## config.mk

```make
export PLATFORM = sky130hd
export DESIGN_NAME = moore_updown_counter
export DESIGN_NICKNAME = d
export VERILOG_FILES = /design/src/rtl/moore_updown_counter.sv
export SDC_FILE = /design/constraint.sdc
export NUM_CORES = 1
export LEC_CHECK = 0
export CORE_AREA = 4 4 41 43
export DETAILED_ROUTE_END_ITERATION = 7
export DIE_AREA = 0 0 45 47
export DONT_BUFFER_PORTS = 1
export GPL_ROUTABILITY_DRIVEN = 0
export PLACE_DENSITY = 0.42
export SETUP_SLACK_MARGIN = 0.02
export SYNTH_ARGS = -nofsm -noshare
export SYNTH_HDL_FRONTEND = slang
export SYNTH_SLANG_ARGS = --single-unit
```

## constraint.sdc

```tcl
create_clock -name clk -period 4.4 [get_ports clk]
set_input_delay 0.44 -clock clk [delete_from_list [all_inputs] [get_ports clk]]
set_output_delay 0.44 -clock clk [all_outputs]
set_load 0.01 [all_outputs]
```

## src/rtl/moore_updown_counter.sv

```systemverilog
// ---------------------------------------------------------------------------
// moore_updown_counter
//
// General-purpose modulo-MODULUS up/down counter for timers and event
// counters. All status outputs decode registered state only, so they are
// glitch-free and can drive downstream enables directly.
//
// Parameters
//   WIDTH    : counter width in bits (1..32)
//   MODULUS  : count range 0..MODULUS-1 (2..2**WIDTH)
//   SATURATE : 0 = wrap at the range ends, 1 = hold at the range ends
//
// Ports
//   clk      : rising-edge clock
//   rst      : asynchronous active-high reset
//   x_in     : count enable
//   up_dn    : direction, 1 = increment, 0 = decrement
//   load     : synchronous parallel-load strobe (highest priority)
//   load_val : value taken on load, clamped to MODULUS-1
//   count    : current count
//   y_out    : high while count == MODULUS-1
//   zero     : high while count == 0
//   wrap     : one-cycle pulse in the cycle after a wrap/saturation event
// ---------------------------------------------------------------------------
module moore_updown_counter #(
  parameter int unsigned      WIDTH    = 4,
  parameter longint unsigned  MODULUS  = 16,
  parameter bit               SATURATE = 1'b0
) (
  input  logic             clk,
  input  logic             rst,
  input  logic             x_in,
  input  logic             up_dn,
  input  logic             load,
  input  logic [WIDTH-1:0] load_val,
  output logic [WIDTH-1:0] count,
  output logic             y_out,
  output logic             zero,
  output logic             wrap
);

  // MODULUS is 64-bit so that MODULUS == 2**32 is representable; the
  // terminal value always fits in WIDTH bits.
  localparam logic [WIDTH-1:0] MAX_VAL = WIDTH'(MODULUS - 64'd1);
  localparam logic [WIDTH-1:0] ONE     = WIDTH'(1);

  logic [WIDTH-1:0] r_count;
  logic             r_wrap;

  logic [WIDTH-1:0] w_next_count;
  logic             w_next_wrap;
  logic             w_at_max;
  logic             w_at_zero;

  assign w_at_max  = (r_count == MAX_VAL);
  assign w_at_zero = (r_count == '0);

  // Boundary tests are done before the +1/-1 so the adder never has to
  // produce a value outside 0..MODULUS-1, even when MODULUS == 2**WIDTH.
  always_comb begin
    w_next_count = r_count;
    w_next_wrap  = 1'b0;
    if (load) begin
      w_next_count = (load_val > MAX_VAL) ? MAX_VAL : load_val;
    end else if (x_in) begin
      if (up_dn) begin
        if (w_at_max) begin
          w_next_count = SATURATE ? MAX_VAL : '0;
          w_next_wrap  = 1'b1;
        end else begin
          w_next_count = r_count + ONE;
        end
      end else begin
        if (w_at_zero) begin
          w_next_count = SATURATE ? '0 : MAX_VAL;
          w_next_wrap  = 1'b1;
        end else begin
          w_next_count = r_count - ONE;
        end
      end
    end
  end

  always_ff @(posedge clk or posedge rst) begin
    if (rst) begin
      r_count <= '0;
      r_wrap  <= 1'b0;
    end else begin
      r_count <= w_next_count;
      r_wrap  <= w_next_wrap;
    end
  end

  assign count = r_count;
  assign wrap  = r_wrap;
  assign y_out = w_at_max;
  assign zero  = w_at_zero;

endmodule
```

# After elaboration in Yosys (flattened, before gate mapping)
# Index checks and enable logic that the tools add are counted.
totals:
  in_bits: 9
  output_inout_bits: 7
  elab_cells: 19
  register_bits: 5
op_classes:
  n_reduce_logical: 2
  add_sub_neg: 2
  n_eq_ne: 1
  n_mux: 11
  magnitude_cmp: 1
ops:
  columns: ["op", "count"]
  rows:
  - ["$mux 4", 6]
  - ["$mux 1", 5]
  - ["$add 4x1->4 const B", 1]
  - ["$eq 4x4->1 const B", 1]
  - ["$gt 4x4->1 const B", 1]
  - ["$logic_not 4->1", 1]
  - ["$sub 4x1->4 const B", 1]
  - ["$reduce_bool 2->1", 1]

# Longest topological paths before layout
depth:
  word_depth: 5
  depth_mapped: 6
  depth_no_buf: 6

# Worst setup path before layout
# No wires, ideal clock.
synth_timing:
  path_type: "register to register"
  start: "register r_count[0], in the netlist count[0]"
  end: "register r_count[2], in the netlist count[2]"
  synth_period_minus_slack_ns: 1.501
  setup_slack_ns: 2.899
  path_stages_with_launch: 7
  required_time_ns: 4.275
  setup_time_ns: 0.125
  t_arrival_ns: 1.376
  path_buffers: 0
  path_cell_list: "dfrtp_1 inv_1 ha_1 mux2_4 nand2_2 xnor2_1 mux2_2"
synth_via:
  elab_chain_cells: 5
  word_cells_on_any_way: 9
  cone_classes: "add/sub: 2; eq/ne: 1; mux: 5; reduce/logical: 1"
synth_rtl:
  columns: ["element", "line", "rtl"]
  rows:
  - ["start: declaration", "47", "logic [WIDTH-1:0] r_count;"]
  - ["start signal: assignment", "89", "r_count <= w_next_count;"]
  - ["$sub 4x1->4 (tied with other cells)", "78", "w_next_count = r_count - ONE;"]
  - ["$mux 4 (on tied branches)", "74, 67", null]
  - ["$mux 4 (*)", "66", "if (up_dn) begin"]
  - ["$mux 4 (*)", "65", "end else if (x_in) begin"]
  - ["$mux 4 (*)", "63", "if (load) begin"]
# Every way passes the cells marked *; elsewhere a longest branch is shown, timed or not. The select of a mux whose other input is x is not followed.
# A chain may end at the register's enable or synchronous reset.

# Worst setup path after layout
layout_timing:
  start: "register r_count[0], in the netlist count[0]"
  end: "output zero"
layout_via:
  elab_chain_cells: 1
layout_rtl:
  columns: ["element", "line", "rtl"]
  rows:
  - ["$logic_not 4->1", "56", "assign w_at_zero = (r_count == '0);"]
  - ["end: declaration", "38", "output logic zero,"]
# Every way passes these cells.

==> run summary <==
For the number of global-route vias before repair, the log shows 292. Dividing the final minimum period by the clock period gives 38.6%. Setup violations remaining at the end of the flow were counted as 0.

The floorplan step defined a die boundary enclosing 2120 sq um. For the core outline area, the log shows 1300 sq um. The initial DRC count was 0. The total power per unit cell area is 383 nW/um^2.

The run gives 23.0% as the fraction of power consumed by combinational cells. The max-slew violation count is 0, and the switching share of power is 31.6%. In this run the worst hold path is classified as in -> reg. The half-perimeter wire length after detailed placement is 681 um, and the clock-pin slew of the registers on the worst-case setup and hold paths is 40 ps. The number of gates resized after CTS was 0. For the final database, setup skew stands at 4.64 ps. The element type at the critical path end was an output port. For the post-route setup TNS, the log shows 0 ps. The tools report the first-pass iteration count of the detailed router as 1. The net switching power was 49.4 uW; the area share of the leading cell type in the synthesized netlist was 35.0%. TritonCTS built the clock tree. The tree is rooted in a clkbuf_4. Across all layers, the routed design uses 289 vias.

The data required time at the worst endpoint came out at 3960 ps. The run gives 55 as the post-layout net count. Global routing finished with a remaining overflow of 0.

The number of buffers inserted during clock tree synthesis is 3, and the transition time at the pin with the least slew margin is 319 ps. Headroom to the max-slew limit came out at 78.7%. The synthesized design contains 5 register bits. The count of input and output buffers was 0. The floorplan step set the die height to 47 um. The clock net in this run drives a total of 5 sinks. Internal power summed over all cells: 107 uW. Summed over all cells, the static leakage comes to 0.000188 uW. The average detailed-routed wire length per instance was 14.3 um. After detailed routing, the number of remaining DRC violations is 0.

In the post-synthesis netlist, the biggest area contributors are dfrtp_1, xnor2_1, ha_1. The tools report the post-synth design cell area as 358 sq um. Of the cells placed in the final design, the portion with a size suffix greater than 1 is 14.0%. The dominant cell type by area after synthesis is dfrtp_1. Dividing the detail-routed via count by the number of cells gives 4.98. In the synthesized netlist, the number of instances is 39. After layout, the minimum clock period comes to 1700 ps. The run gives 0 as the number of antenna violations at the first check in global routing. Distinct cell type count after synthesis: 23. Of the synthesized area, sequential elements account for 35.0%.

The detail route stage leaves a number of antenna-violating nets equal to 0. In this run the deepest clock path goes through 2 buffers. Power share of the clock group: 34.3%.

The setup path with the least slack is of type reg -> out. The run finished with clean final reports. The tools report the overall routed net length as 831 um. The run gives 0 as the count of warnings emitted by yosys.

The tools report the H-tree level count as 1. The die boundary width was 45 um. Total power for the finished layout comes to 156 uW. At the worst endpoint, the arrival time is 1260 ps.

The logs give 589 MHz for the maximum clock frequency and 13 for the site row count. The wire length of the first global-routing pass is 1350 um, and the sequential power share is 42.7%. The number of nets handed over by synthesis was 50. Across the run, the number of max-cap violations was 0. Global routing consumed, over all layers together, 9.82% of the routing resources. The tools report the largest net degree at the start of global routing as 9. The area growth from synthesis to layout is 14.0%. The average instance in the mapped netlist occupies 9.18 sq um. The highest ir drop seen on vdd was 0.000135 V. The number of antenna diodes in the final layout is 0. During I/O placement, the number of pins put on the boundary was 16.

STA classifies the critical path startpoint as a register. At the later pin of the worst-skew pair, clock insertion delay measures 240 ps. Hold violation count in the final report: 0. Setup repair after global routing left no endpoint under its margin. The largest fanout on the critical path works out to 8. For this configuration, the core starts out at a cell density of 27.5%.

Counting the fill cells in the layout gives 147.
## path summary, 6_finish.rpt
path / start / endpoint / slack [ps] / depth (start not counted)
setup / recovery: count[0] / zero / 2700 / 3
hold / removal: load / count[0] / 300 / 1
setup reg to reg: count[0] / count[2] / 2800 / 6
hold reg to reg: count[1] / count[1] / 780 / 2
max in group asynchronous: rst / count[1] / 3680 / 2
min in group asynchronous: rst / wrap / 540 / 2
## synth_stat cells
cell type  number
o21ai_0         3
mux2_4          1
xnor2_1         3
and2_1          1
mux2_2          1
nand3_1         1
ha_1            2
nor3b_1         1
inv_1           3
a21o_1          1
and3_1          1
a221oi_1        1
o31ai_1         1
o21bai_1        1
nand2b_1        1
a21oi_1         2
mux2i_1         2
nand2_1         3
nand2_2         1
dfrtp_1         5
clkbuf_2        1
nor2_1          2
or3_1           1
## metal layers
layer | track usage [%] | share of wire, % | up-vias
li1 | - | - | 143
met2 | 15.0 | 47 | 14
met4 | 8.77 | 2.8 | 0
met1 | 8.24 | 39 | 128
met3 | 7.66 | 12 | 4
met5 | 0 | 0 | -
## flip-flops by register name (all words and copies together), names as in the netlist
register	cells
count	4
wrap	1
## cells in the final DEF, fill, tap and decap left out
master	netlist	final
nand3_1	1	1
mux2_2	1	1
o21ai_0	3	3
nor3b_1	1	1
o21bai_1	1	1
a21oi_1	2	2
nand2_1	3	3
mux2_4	1	1
a221oi_1	1	1
o31ai_1	1	1
clkbuf_4	0	3
mux2i_1	2	2
nor2_1	2	2
and3_1	1	1
a21o_1	1	1
dfrtp_1	5	5
and2_1	1	1
nand2_2	1	1
nand2b_1	1	1
or3_1	1	1
clkbuf_1	0	1
inv_1	3	3
xnor2_1	3	3
ha_1	2	2
dlygate4sd3_1	0	1
## metrics by stage
stage          hold slack [ps]  worst slack, ps  std cells  cell area (sq um)  util [%]
6_report                   301             2700         58                408      31.3
3_5_place_dp               245             2780         53                372      28.6
3_3_place_gp               236             2800         53                372      28.6
2_1_floorplan              219             2900         39                358         -
4_1_cts                    295             2670         58                408      31.3
5_1_grt                    283             2580         58                408      31.3
## what timing repair did
item                                   4_1_cts  5_1_grt
endpoints found under the hold margin        5        0
buffers inserted                             0        0
hold buffers                                 1        0
## cell families (layout without fill, tap and decap cells)
family                     count (synthesis)  in the layout  synth area share [%]
xor gates and xnor gates                   3              3                  7.34
buffers and inverters                      4              8                  4.54
and+or+nand+nor                           12             12                  17.5
muxes                                      4              4                  12.9
adders and majority gates                  2              2                  6.99
DFF                                        5              5                  35.0
AOI/OAI and AO/OA                          9              9                  15.7
## power groups by stage
stage | logic [uW] | registers (uW) | clock network (uW)
after floorplan | 32.0 | 63.6 | 0
after global placement | 34.6 | 67.0 | 0
after detailed placement | 35.6 | 67.7 | 0
after CTS | 36.5 | 67.0 | 56.6
after global routing | 40.7 | 68.9 | 60.6
final | 35.9 | 66.7 | 53.6
## critical path: stages (launching register included)
cell and delay, ps:
dfrtp_1 520, inv_1 80, ha_1 230, and2_1 190
## cell type report
cell class / count / area [sq um] / share of cell area [%]
flip-flops and latches: 5 / 125 / 30.7
repair buffers: 1 / 10.0 / 2.45
clock buffers: 4 / 26.3 / 6.44
multi-input cells: 30 / 216 / 53.1
well taps: 15 / 18.8 / 4.60
inverters: 3 / 11.3 / 2.76
No activity file was read; power rests on OpenSTA's default activity.
